### src/rtl/fx2_fifo_reader.sv
// ---------------------------------------------------------------------------
// fx2_fifo_reader
// Pulls bytes from one Cypress FX2 slave FIFO (the OUT endpoint) over the
// shared FD bus and packs them, little-endian, into 32-bit words that are
// handed downstream through a small output buffer. Each bus ownership burst
// moves exactly one word: IDLE -> ADDR -> OE -> READ (4 bytes) -> RELEASE.
//
// Ports
//   clk          IFCLK, all logic on the rising edge
//   reset        synchronous, active-high
//   enable       allows a new burst to start (looked at in IDLE only)
//   flush        one-cycle pulse, drops the partial word and buffered words
//   fd_in        FX2 FD bus as seen by the FPGA
//   flagn_empty  FX2 empty flag of the addressed FIFO, active-low
//   bus_req      request for FD/FIFOADR ownership
//   bus_gnt      ownership grant from the bus arbiter
//   fifoadr      FX2 FIFO address (constant, never glitches)
//   sloen        FX2 SLOE, active-low
//   slrdn        FX2 SLRD, active-low
//   out_data     head word of the output buffer (byte 0 in [7:0])
//   out_valid    out_data holds a word
//   out_ready    downstream takes the word when out_valid is also high
//   busy         high whenever the reader is not IDLE
// ---------------------------------------------------------------------------
module fx2_fifo_reader #(
   parameter logic [1:0] FIFO_ADDR  = 2'b01,
   parameter int         OBUF_DEPTH = 2
) (
   input  logic        clk,
   input  logic        reset,
   input  logic        enable,
   input  logic        flush,
   input  logic [7:0]  fd_in,
   input  logic        flagn_empty,
   output logic        bus_req,
   input  logic        bus_gnt,
   output logic [1:0]  fifoadr,
   output logic        sloen,
   output logic        slrdn,
   output logic [31:0] out_data,
   output logic        out_valid,
   input  logic        out_ready,
   output logic        busy
);

   localparam int PTR_W = $clog2(OBUF_DEPTH);
   localparam int CNT_W = PTR_W + 1;

   localparam logic [2:0] IDLE    = 3'd0;
   localparam logic [2:0] ADDR    = 3'd1;
   localparam logic [2:0] OE      = 3'd2;
   localparam logic [2:0] READ    = 3'd3;
   localparam logic [2:0] RELEASE = 3'd4;

   logic [2:0]       state_q, state_d;
   logic [1:0]       byteCnt_q, byteCnt_d;
   logic [23:0]      bytes_q, bytes_d;
   logic [31:0]      mem_q [OBUF_DEPTH];
   logic [PTR_W-1:0] rdPtr_q, wrPtr_q;
   logic [CNT_W-1:0] count_q;

   logic obufEmpty, obufFull, pop, push;
   logic wordCompleting, roomForWord, accept;

   // Output buffer status and the downstream handshake.
   assign obufEmpty = (count_q == '0);
   assign obufFull  = (count_q == CNT_W'(OBUF_DEPTH));
   assign pop       = ~obufEmpty & out_ready;

   // A byte is only strobed out of the FX2 when it is present and, if it
   // finishes a word, the buffer can take that word this very edge (a pop
   // on the same edge frees the slot). Bursts only start with a free slot,
   // so this normally never stalls, but it guarantees no overwrite.
   assign wordCompleting = (byteCnt_q == 2'd3);
   assign roomForWord    = ~obufFull | pop;
   assign accept         = (state_q == READ) & flagn_empty &
                           (~wordCompleting | roomForWord);
   assign push           = accept & wordCompleting & ~flush;

   // FX2 strobes and bus ownership are pure decodes of the registered state.
   assign fifoadr   = FIFO_ADDR;
   assign sloen     = ~((state_q == OE) | (state_q == READ));
   assign slrdn     = ~accept;
   assign bus_req   = (state_q != IDLE);
   assign busy      = (state_q != IDLE);
   assign out_valid = ~obufEmpty;
   assign out_data  = obufEmpty ? 32'h0 : mem_q[rdPtr_q];

   // Burst sequencing and byte-lane packing. Byte 3 is never stored here:
   // it goes straight into the output buffer together with lanes 0..2.
   // A flush wins over everything, including a word completing this edge.
   always_comb begin
      state_d   = state_q;
      byteCnt_d = byteCnt_q;
      bytes_d   = bytes_q;
      case (state_q)
         IDLE: begin
            if (enable & flagn_empty & ~obufFull & ~flush) begin
               state_d = ADDR;
            end
         end
         ADDR: begin
            if (bus_gnt) begin
               state_d = OE;
            end
         end
         OE: begin
            state_d = READ;
         end
         READ: begin
            if (accept) begin
               byteCnt_d = byteCnt_q + 2'd1;
               case (byteCnt_q)
                  2'd0:    bytes_d[7:0]   = fd_in;
                  2'd1:    bytes_d[15:8]  = fd_in;
                  2'd2:    bytes_d[23:16] = fd_in;
                  default: state_d        = RELEASE;
               endcase
            end
         end
         RELEASE: begin
            state_d = IDLE;
         end
         default: begin
            state_d = IDLE;
         end
      endcase
      if (flush) begin
         byteCnt_d = 2'd0;
         bytes_d   = 24'h0;
         if ((state_q == ADDR) | (state_q == OE) | (state_q == READ)) begin
            state_d = RELEASE;
         end else begin
            state_d = IDLE;
         end
      end
   end

   // State, byte assembly and buffer bookkeeping. Reset drops straight to
   // IDLE without a RELEASE cycle.
   always_ff @(posedge clk) begin
      if (reset) begin
         state_q   <= IDLE;
         byteCnt_q <= 2'd0;
         bytes_q   <= 24'h0;
         rdPtr_q   <= '0;
         wrPtr_q   <= '0;
         count_q   <= '0;
      end else begin
         state_q   <= state_d;
         byteCnt_q <= byteCnt_d;
         bytes_q   <= bytes_d;
         if (flush) begin
            rdPtr_q <= '0;
            wrPtr_q <= '0;
            count_q <= '0;
         end else begin
            if (push) begin
               wrPtr_q <= wrPtr_q + PTR_W'(1);
            end
            if (pop) begin
               rdPtr_q <= rdPtr_q + PTR_W'(1);
            end
            case ({push, pop})
               2'b10:   count_q <= count_q + CNT_W'(1);
               2'b01:   count_q <= count_q - CNT_W'(1);
               default: count_q <= count_q;
            endcase
         end
      end
   end

   // Buffer storage; contents are don't-care while the slot is empty, so
   // no reset is needed here.
   always_ff @(posedge clk) begin
      if (push & ~reset) begin
         mem_q[wrPtr_q] <= {fd_in, bytes_q};
      end
   end

endmodule

### config.mk
export PLATFORM = sky130hd
export DESIGN_NAME = fx2_fifo_reader
export DESIGN_NICKNAME = d
export VERILOG_FILES = /design/src/rtl/fx2_fifo_reader.sv
export SDC_FILE = /design/constraint.sdc
export NUM_CORES = 1
export LEC_CHECK = 0
export ABC_AREA = 0
export CORE_MARGIN = 4
export CORE_UTILIZATION = 55
export DETAILED_ROUTE_END_ITERATION = 10
export PLACE_DENSITY = 0.8
export SYNTH_ARGS = -nofsm -noshare
export SYNTH_HDL_FRONTEND = slang
export SYNTH_SLANG_ARGS = --single-unit
### constraint.sdc
create_clock -name clk -period 10.25 [get_ports clk]
set_clock_uncertainty 0.15 [all_clocks]
set_input_delay 1.025 -clock clk [delete_from_list [all_inputs] [get_ports clk]]
set_output_delay 1.025 -clock clk [all_outputs]
set_load 0.02 [all_outputs]
==> results.py, run 1 <==
metrics = {
    "outcome": {
        "outcome": "finished, final reports clean",
    },
    "yosys": {
        "ys_seq_area_share_pct": 65.8,
        "synth_edf_count": 64,
        "yosysMostFrequentCell": "edfxtp_1",
        "synth_seq_cells": 98,
        "syn_area_um2": 3960,
        "yosysWarnings": 0,
        "synth_area_leader_cell": "edfxtp_1",
        "synthTopCellsByCount": "edfxtp_1, mux2i_1, nor2_1, nand2_1, dfxtp_1",
        "async_flop_share_pct": 0,
        "syn_inst": 302,
        "synth_area_leaders": "edfxtp_1, dfxtp_1, mux2i_1",
        "synth_top_area_share_pct": 48.6,
        "synth_ff_type": "edfxtp_1",
        "synth_cell_types": 37,
        "synth_nets": 323,
        "syn_avg_cell_area_um2": 13.1,
    },
    "finish": {
        "final_layout_size_suffix_gt1_share_pct": 8.50,
        "seq_area_um2": 2600,
        "final_cells": 449,
        "antenna_cells": 0,
        "final_net_count": 369,
        "syn2layout_area_growth_pct": 19.8,
        "multi_input_area_um2": 1230,
        "nFillCells": 503,
    },
    "detailed_routing": {
        "vias": 2314,
        "drc_errors": 0,
        "first_pass_iters": 4,
        "drt_iter0_drc": 61,
        "routed_via_density": 5.15,
        "wirelength_um": 6950,
        "ant_nets": 0,
        "wl_per_cell_um": 15.5,
    },
    "sta": {
        "fin_tns_setup_ns": 0,
        "fmax_mhz": 264,
        "slew_violations": 0,
        "tightest_slew_ns": 0.997,
        "whs_ns": 0.307,
        "layout_min_cycle_time_ns": 3.79,
        "finalHoldViolCount": 0,
        "post-route-period-util_pct": 37.0,
        "slew_headroom_pct": 33.5,
        "rsz0062_at_grt": "false",
        "final-setup-viol-count": 0,
    },
    "setup_path": {
        "r2r_end": "mem_q[1][25]",
        "reg2regPathDepth": 5,
        "regToRegSetupSlack_ns": 7.97,
        "path_cells": "clkdlybuf4s50_1 -> nand4bb_1 -> nand2_1 -> clkdlybuf4s50_1",
        "critPathMostFrequentCell": "clkdlybuf4s50_1",
        "max_stage_delay_ns": 0.61,
        "worst-setup-path-type": "input pin to output port",
        "cp.required_ns": 9.08,
        "path_max_fanout": 6,
        "crit_path_top_delay_cell": "clkdlybuf4s50_1",
        "critPathLaunchType": "input pin",
        "end_kind": "output port",
        "worstPathArrival_ns": 2.62,
        "timing.rr.start": "byteCnt_q[0]",
    },
    "global_routing": {
        "grt_max_degree": 34,
        "grt_pass1_wl_um": 11400,
        "track_usage_pct": 17.4,
        "grt_pass1_vias": 2305,
        "grt_overflow": 0,
        "antenna_found_initial": 0,
    },
    "min_path": {
        "min-delay-start": "bytes_q[17]",
        "hold_path_depth": 0,
        "hold_end": "mem_q[1][17]",
        "worstHoldPathType": "register to register",
    },
    "placed_design": {
        "io_buffers": 51,
        "dp_hpwl_um": 4520,
        "place_congestion": 0.757,
        "place_inst": 433,
    },
    "clock_tree": {
        "clockRootBuffer": "clkbuf_8",
        "clkLatencyLatePin_ns": 0.35,
        "cts_resized": 0,
        "cts-htree-levels": 3,
        "cts_buffer_depth": 2,
        "clkSinkCount": 98,
        "cts_hold_buf": 0,
        "cts_setup_buffers": 0,
        "cts_buffers": 9,
        "cts_tree": "yes",
        "clk_pin_slew_ns": 0.08,
    },
    "pwr": {
        "powerDensity_nw_per_um2": 150,
        "p_leak_nw": 1.62,
        "ir_drop_v": 0.0000678,
    },
    "die": {
        "ios": 54,
        "rows": 30,
        "dieArea_um2": 8620,
        "die_h_um": 92.8,
        "fp.coreArea_um2": 6910,
        "start_util_pct": 57.3,
        "die-width_um": 92.8,
    },
    "flow_run": {
        "maxCapViolCount": 0,
    },
}
[worst max-delay path: cells and delay by family]
kind | cells | cell delay [ns]
simple gates | 2 | 0.53
buf+inv | 2 | 1.05
[cell usage in the layout, fill, tap and decap left out, drive strengths merged, types with 3 or more instances in the layout]
cell,count
a21oi,4
buf,4
clkbuf,12
clkdlybuf4s50,51
dfxtp,34
edfxtp,64
ha,6
inv,5
mux2i,56
nand2,36
nand3,4
nor2,39
nor3,3
o21ai,4
or3,4
[layer usage]
metal / track usage (%) / vias to the layer above / routed length (um)
li1: - / 1147 / -
met2: 29.1 / 64 / 3460
met5: 0 / - / 0
met4: 5.98 / 0 / 130
met3: 5.12 / 10 / 381
met1: 21.4 / 1093 / 2980
[state kept, by name (all words and copies together), names as in the netlist, named ones only]
signal and cells:
byteCnt_q 2, wrPtr_q 1, state_q 3, bytes_q 24
count_q 2, rdPtr_q 1, mem_q 64
[report_power, final]
| group | switching (mW) | internal (mW) | total (mW) |
|---|---|---|---|
| clock | 0.123 | 0.151 | 0.274 |
| sequential | 0.000894 | 0.416 | 0.417 |
| combinational | 0.00949 | 0.00845 | 0.0179 |
| total | 0.133 | 0.576 | 0.709 |
[kinds of logic after synthesis]
kind of cell             after synthesis  synth area share [%]
adder cells (fa/ha/maj)                6                  1.90
buffers and inverters                 24                  3.48
XOR/XNOR                               3                 0.664
flip-flops                            98                  65.8
multiplexers                          56                  14.2
AND/OR/NAND/NOR                      100                  11.9
AO/OA/AOI/OAI                         13                  1.96
other                                  2                 0.190
[through the flow]
step           total power, mW  setup slack, ns  cell area (um2)  util (%)
2_1_floorplan            0.435             5.59             3960         -
3_3_place_gp             0.444             6.50             4510      65.3
3_5_place_dp             0.444             6.49             4510      65.3
4_1_cts                  0.714             6.48             4740      68.6
5_1_grt                  0.735             6.40             4740      68.6
6_report                 0.709             6.46             4740      68.6
[how the worst max path moves through the flow]
stage | start | end | depth (start not counted)
floorplan | flush | mem_q[1][0] | 3
global placement | out_ready | slrdn | 4
detailed placement | out_ready | slrdn | 4
CTS | out_ready | slrdn | 4
global route | out_ready | slrdn | 4
finish | out_ready | slrdn | 4
[layout make-up]
type	instances	share of cell area (%)
Sequential cell	98	54.9
Timing Repair Buffer	55	11.4
Tap cell	96	2.53
Inverter	4	0.317
Clock inverter	4	1.56
Multi-Input combinational cell	180	26.0
Clock buffer	12	3.27
(Power assumes the default switching activity.)
==> run 2, diff against run 1 <==
--- a/config.mk
+++ b/config.mk
@@ -7,9 +7,9 @@
 export LEC_CHECK = 0
 export ABC_AREA = 0
 export CORE_MARGIN = 4
-export CORE_UTILIZATION = 55
+export CORE_UTILIZATION = 49
 export DETAILED_ROUTE_END_ITERATION = 10
-export PLACE_DENSITY = 0.8
+export PLACE_DENSITY = 0.75
 export SYNTH_ARGS = -nofsm -noshare
 export SYNTH_HDL_FRONTEND = slang
 export SYNTH_SLANG_ARGS = --single-unit
==> constraint.sdc (replaced) <==
create_clock -name clk -period 3.07 [get_ports clk]
set_clock_uncertainty 0.15 [all_clocks]
set_input_delay 0.307 -clock clk [delete_from_list [all_inputs] [get_ports clk]]
set_output_delay 0.307 -clock clk [all_outputs]
set_load 0.02 [all_outputs]
==> run 2 against run 1 <==
Effect of this change:
- flip-flop and latch count unchanged
- utilization decreased by 7.6 points
- power increased to 3.2 times the previous value
- via count decreased by 0.78%
- clock power increased to 2.9 times the previous value
- largest power group unchanged
==> results.py, run 2 (synthesis gave the netlist of run 1 again) <==
metrics = {
    "placed_design": {
        "place_congestion": 0.783,
        "io_buffers": 51,
        "place_inst": 440,
        "dp_hpwl_um": 4530,
        "dpl_cell_area_um2": 4580,
    },
    "setup_path": {
        "timing.rr.start": "byteCnt_q[1]",
        "path_max_fanout": 18,
        "cp.required_ns": 2.61,
        "worst-setup-path-type": "register to output port",
        "regToRegSetupSlack_ns": 0.83,
        "critPathLaunchType": "register",
        "reg2regPathDepth": 6,
        "worstPathArrival_ns": 2.12,
        "end_kind": "output port",
        "r2r_end": "count_q[1]",
    },
    "outcome": {
        "outcome": "finished, final reports clean",
    },
    "die": {
        "dieArea_um2": 9580,
        "die-width_um": 97.9,
        "start_util_pct": 50.7,
        "rows": 32,
        "fp.coreArea_um2": 7810,
        "die_h_um": 97.9,
        "ios": 54,
    },
    "sta": {
        "fmax_mhz": 387,
        "layout_min_cycle_time_ns": 2.58,
        "fin_tns_setup_ns": 0,
        "post-route-period-util_pct": 84.1,
        "slew_headroom_pct": 66.3,
        "rsz0062_at_grt": "false",
        "slew_violations": 0,
        "final-setup-viol-count": 0,
        "finalHoldViolCount": 0,
        "whs_ns": 0.305,
        "tightest_slew_ns": 0.505,
    },
    "pwr": {
        "p_int_mw": 1.80,
        "combPwrFrac_pct": 2.7,
        "p_sw_share_pct": 20.3,
        "p_clk_share_pct": 35.5,
        "ir_drop_v": 0.000237,
        "powerDensity_nw_per_um2": 473,
        "p_total_mw": 2.26,
        "switching_power_uw": 458,
        "p_leak_nw": 1.61,
        "seqPwrFrac_pct": 61.8,
    },
    "finish": {
        "final_net_count": 370,
        "final_common_cell": "edfxtp_1",
        "largest-register": "mem_q",
        "antenna_cells": 0,
        "layout_common_cells": "edfxtp_1, mux2i_1, clkdlybuf4s50_1",
        "top_regs": "mem_q: 64 flops, bytes_q: 24 flops, state_q: 3 flops",
        "final_area_um2": 4770,
        "syn2layout_area_growth_pct": 20.5,
        "final_layout_size_suffix_gt1_share_pct": 8.47,
        "final_cells": 456,
        "largest_reg_flops": 64,
    },
    "clock_tree": {
        "cts_buffer_depth": 2,
        "cts_tree": "yes",
        "cts_resized": 0,
        "cts_hold_buf": 0,
        "cts_setup_buffers": 0,
        "cts-htree-levels": 3,
        "cts_buffers": 9,
        "clk_pin_slew_ns": 0.10,
        "clkSinkCount": 98,
        "clockRootBuffer": "clkbuf_8",
        "clkLatencyLatePin_ns": 0.35,
    },
    "detailed_routing": {
        "drt_iter0_drc": 116,
        "ant_nets": 0,
        "vias": 2296,
        "first_pass_iters": 4,
        "wl_per_cell_um": 14.8,
        "wirelength_um": 6730,
        "drc_errors": 0,
        "routed_via_density": 5.04,
    },
    "global_routing": {
        "grt_max_degree": 34,
        "antenna_found_initial": 0,
        "track_usage_pct": 14.7,
        "grt_overflow": 0,
        "grt_pass1_wl_um": 11000,
        "grt_pass1_vias": 2374,
    },
    "min_path": {
        "worstHoldPathType": "register to register",
        "hold_end": "mem_q[0][18]",
        "min-delay-start": "bytes_q[18]",
        "hold_path_depth": 0,
    },
    "flow_run": {
        "maxCapViolCount": 0,
    },
}
run 2: cell types whose count changed in the layout (fill, tap and decap cells not counted), sizes merged:
cell	previous run	this run
buf	4	5
clkinvlp	0	1
clkinv	1	2
bufinv	2	1
inv	5	6
clkbuf	12	10
run 2: area by class of cell:
cell class	count	area (um2)
fill	633	3040
sequential	98	2600
multi-input combinational	180	1240
timing repair buffer	56	586
clock buffer	10	128
tap	102	128
clock inverter	6	63.8
inverter	4	15.0
run 2: worst max-delay path by stage:
stage,depth (start not counted),slack [ns],endpoint
after floorplan,4,0.13,mem_q[1][0]
after global placement,6,0.59,count_q[1]
after detailed placement,6,0.54,count_q[1]
after CTS,4,0.45,out_data[23]
after global routing,4,0.36,out_data[7]
final,4,0.49,out_data[7]
run 2: worst max-delay path, cell delays in order (launching register included):
cell and delay, ns:
dfxtp_2 0.66, buf_12 0.25, mux2i_1 0.26, nor2_1 0.06, clkdlybuf4s50_1 0.54
run 2: per-layer routing:
| metal | up-vias | GRT usage, % | wire (um) |
|---|---|---|---|
| li1 | 1150 | - | - |
| met3 | 12 | 2.71 | 261 |
| met5 | - | 0 | 0 |
| met2 | 45 | 26.1 | 3380 |
| met1 | 1089 | 17.0 | 2950 |
| met4 | 0 | 7.03 | 144 |
run 2: power groups by stage:
stage          combinational [mW]  clock [mW]  sequential (mW)
6_report                   0.0604       0.802             1.39
5_1_grt                    0.0652       0.871             1.39
4_1_cts                    0.0610       0.815             1.39
3_5_place_dp               0.0606           0             1.42
3_3_place_gp               0.0595           0             1.42
2_1_floorplan              0.0308           0             1.42
run 2: through the flow:
stage / setup WS, ns / utilization (%)
4_1_cts: 0.447 / 61.1
5_1_grt: 0.363 / 61.1
6_report: 0.488 / 61.1
3_5_place_dp: 0.537 / 58.6
3_3_place_gp: 0.588 / 58.6
2_1_floorplan: 0.129 / -
==> run 3, diff against run 2 <==
==> constraint.sdc (replaced) <==
create_clock -name clk -period 2.3 [get_ports clk]
set_clock_uncertainty 0.15 [all_clocks]
set_input_delay 0.23 -clock clk [delete_from_list [all_inputs] [get_ports clk]]
set_output_delay 0.23 -clock clk [all_outputs]
set_load 0.02 [all_outputs]
==> run 3 against run 2 <==
Effect of this change:
- final cell count up 2.4%
- sequential power up 34%
- cell area up 2.7%
- clock power up 23%
- worst setup slack worse by 0.39 ns
- utilization up 1.7 points
==> results.py, run 3 (synthesis gave the netlist of run 1 again) <==
metrics = {
    "outcome": {
        "outcome": "finished, final reports clean",
    },
    "global_routing": {
        "grt_overflow": 0,
        "antenna_found_initial": 0,
        "track_usage_pct": 14.4,
        "grt_pass1_wl_um": 10900,
        "grt_pass1_vias": 2235,
        "grt_max_degree": 34,
    },
    "die": {
        "rows": 32,
        "die-width_um": 97.9,
        "start_util_pct": 50.7,
        "fp.coreArea_um2": 7810,
        "die_h_um": 97.9,
        "dieArea_um2": 9580,
        "ios": 54,
    },
    "detailed_routing": {
        "routed_via_density": 5.11,
        "drc_errors": 0,
        "wl_per_cell_um": 14.6,
        "ant_nets": 0,
        "first_pass_iters": 4,
        "vias": 2387,
        "wirelength_um": 6820,
        "drt_iter0_drc": 82,
    },
    "clock_tree": {
        "clockRootBuffer": "clkbuf_8",
        "clkLatencyLatePin_ns": 0.35,
        "cts_tree": "yes",
        "cts-htree-levels": 3,
        "cts_buffer_depth": 2,
        "cts_buffers": 9,
        "clkSinkCount": 98,
        "clk_pin_slew_ns": 0.09,
    },
    "finish": {
        "final_net_count": 381,
        "final_cells": 467,
        "final_area_um2": 4900,
        "layout_common_cells": "edfxtp_1, mux2i_1, clkdlybuf4s50_1",
        "syn2layout_area_growth_pct": 23.7,
        "final_common_cell": "edfxtp_1",
        "top_regs": "mem_q: 64 flops, bytes_q: 24 flops, state_q: 3 flops",
        "antenna_cells": 0,
        "largest_reg_flops": 64,
        "largest-register": "mem_q",
        "final_layout_size_suffix_gt1_share_pct": 12.6,
    },
    "setup_path": {
        "reg2regPathDepth": 6,
        "worst-setup-path-type": "register to output port",
        "critPathLaunchType": "register",
        "cp.required_ns": 1.92,
        "worstPathArrival_ns": 1.82,
        "end_kind": "output port",
        "path_max_fanout": 32,
    },
    "placed_design": {
        "place_congestion": 0.792,
        "dp_hpwl_um": 4650,
        "dpl_cell_area_um2": 4670,
        "io_buffers": 51,
        "place_inst": 448,
    },
    "sta": {
        "layout_min_cycle_time_ns": 2.20,
        "finalHoldViolCount": 0,
        "post-route-period-util_pct": 95.8,
        "slew_violations": 0,
        "fin_tns_setup_ns": 0,
        "fmax_mhz": 454,
        "final-setup-viol-count": 0,
    },
    "pwr": {
        "p_leak_nw": 1.71,
        "ir_drop_v": 0.000405,
        "powerDensity_nw_per_um2": 598,
        "p_total_mw": 2.93,
    },
    "flow_run": {
        "maxCapViolCount": 0,
    },
    "min_path": {
        "worstHoldPathType": "register to register",
        "hold_path_depth": 0,
    },
}
run 3: report_power, final:
part	switching, mW	leakage, nW	internal, mW
combinational	0.0448	0.801	0.0427
sequential	0.00346	0.826	1.85
clock	0.584	0.0856	0.402
total	0.632	1.71	2.30
run 3: routing by layer:
metal / vias up / wire length, um / global-route usage [%] / part of all wire (%)
li1: 1172 / - / - / -
met4: 0 / 84 / 4.79 / 1.2
met5: - / 0 / 0 / 0
met2: 59 / 3360 / 24.2 / 49
met3: 7 / 304 / 3.71 / 4.5
met1: 1149 / 3070 / 18.2 / 45
run 3: metrics by stage:
stage               setup slack [ns]  hold WS, ns  utilization, %
floorplan                     -0.191        0.179               -
finish                        0.0975        0.309            62.7
detailed placement           -0.0789        0.288            59.8
global route                -0.00410        0.323            62.7
CTS                           0.0271        0.309            62.1
global placement             -0.0136        0.282            59.8
run 3: path summary, 6_finish.rpt:
| path | startpoint | to | slack (ns) |
|---|---|---|---|
| worst max-delay path | register | out_data[23] | 0.1 |
| worst max register to register | byteCnt_q[1] | mem_q[1][26] | 0.12 |
| worst min register to register | bytes_q[15] | mem_q[0][15] | 0.31 |
| worst min-delay path | bytes_q[15] | mem_q[0][15] | 0.31 |
run 3: area by class of cell:
| class | instances | area, um2 |
|---|---|---|
| clock buffers | 9 | 124 |
| clock inverters | 7 | 52.6 |
| inverters | 4 | 15.0 |
| well taps | 102 | 128 |
| fillers | 611 | 2910 |
| flip-flops and latches | 98 | 2610 |
| repair buffers | 67 | 711 |
| multi-input cells | 180 | 1260 |
run 3: worst max-delay path, stage by stage (launching register included):
cell	delay (ns)
dfxtp_2	0.35
buf_12	0.24
mux2i_1	0.27
nor2_1	0.07
clkdlybuf4s50_1	0.54
run 3: timing repair:
action	4_1_cts	5_1_grt
endpoints found under the setup margin	33	24
gates resized for setup	1	5
setup buffers	0	3
pin swaps	0	3
hold buffers	0	0
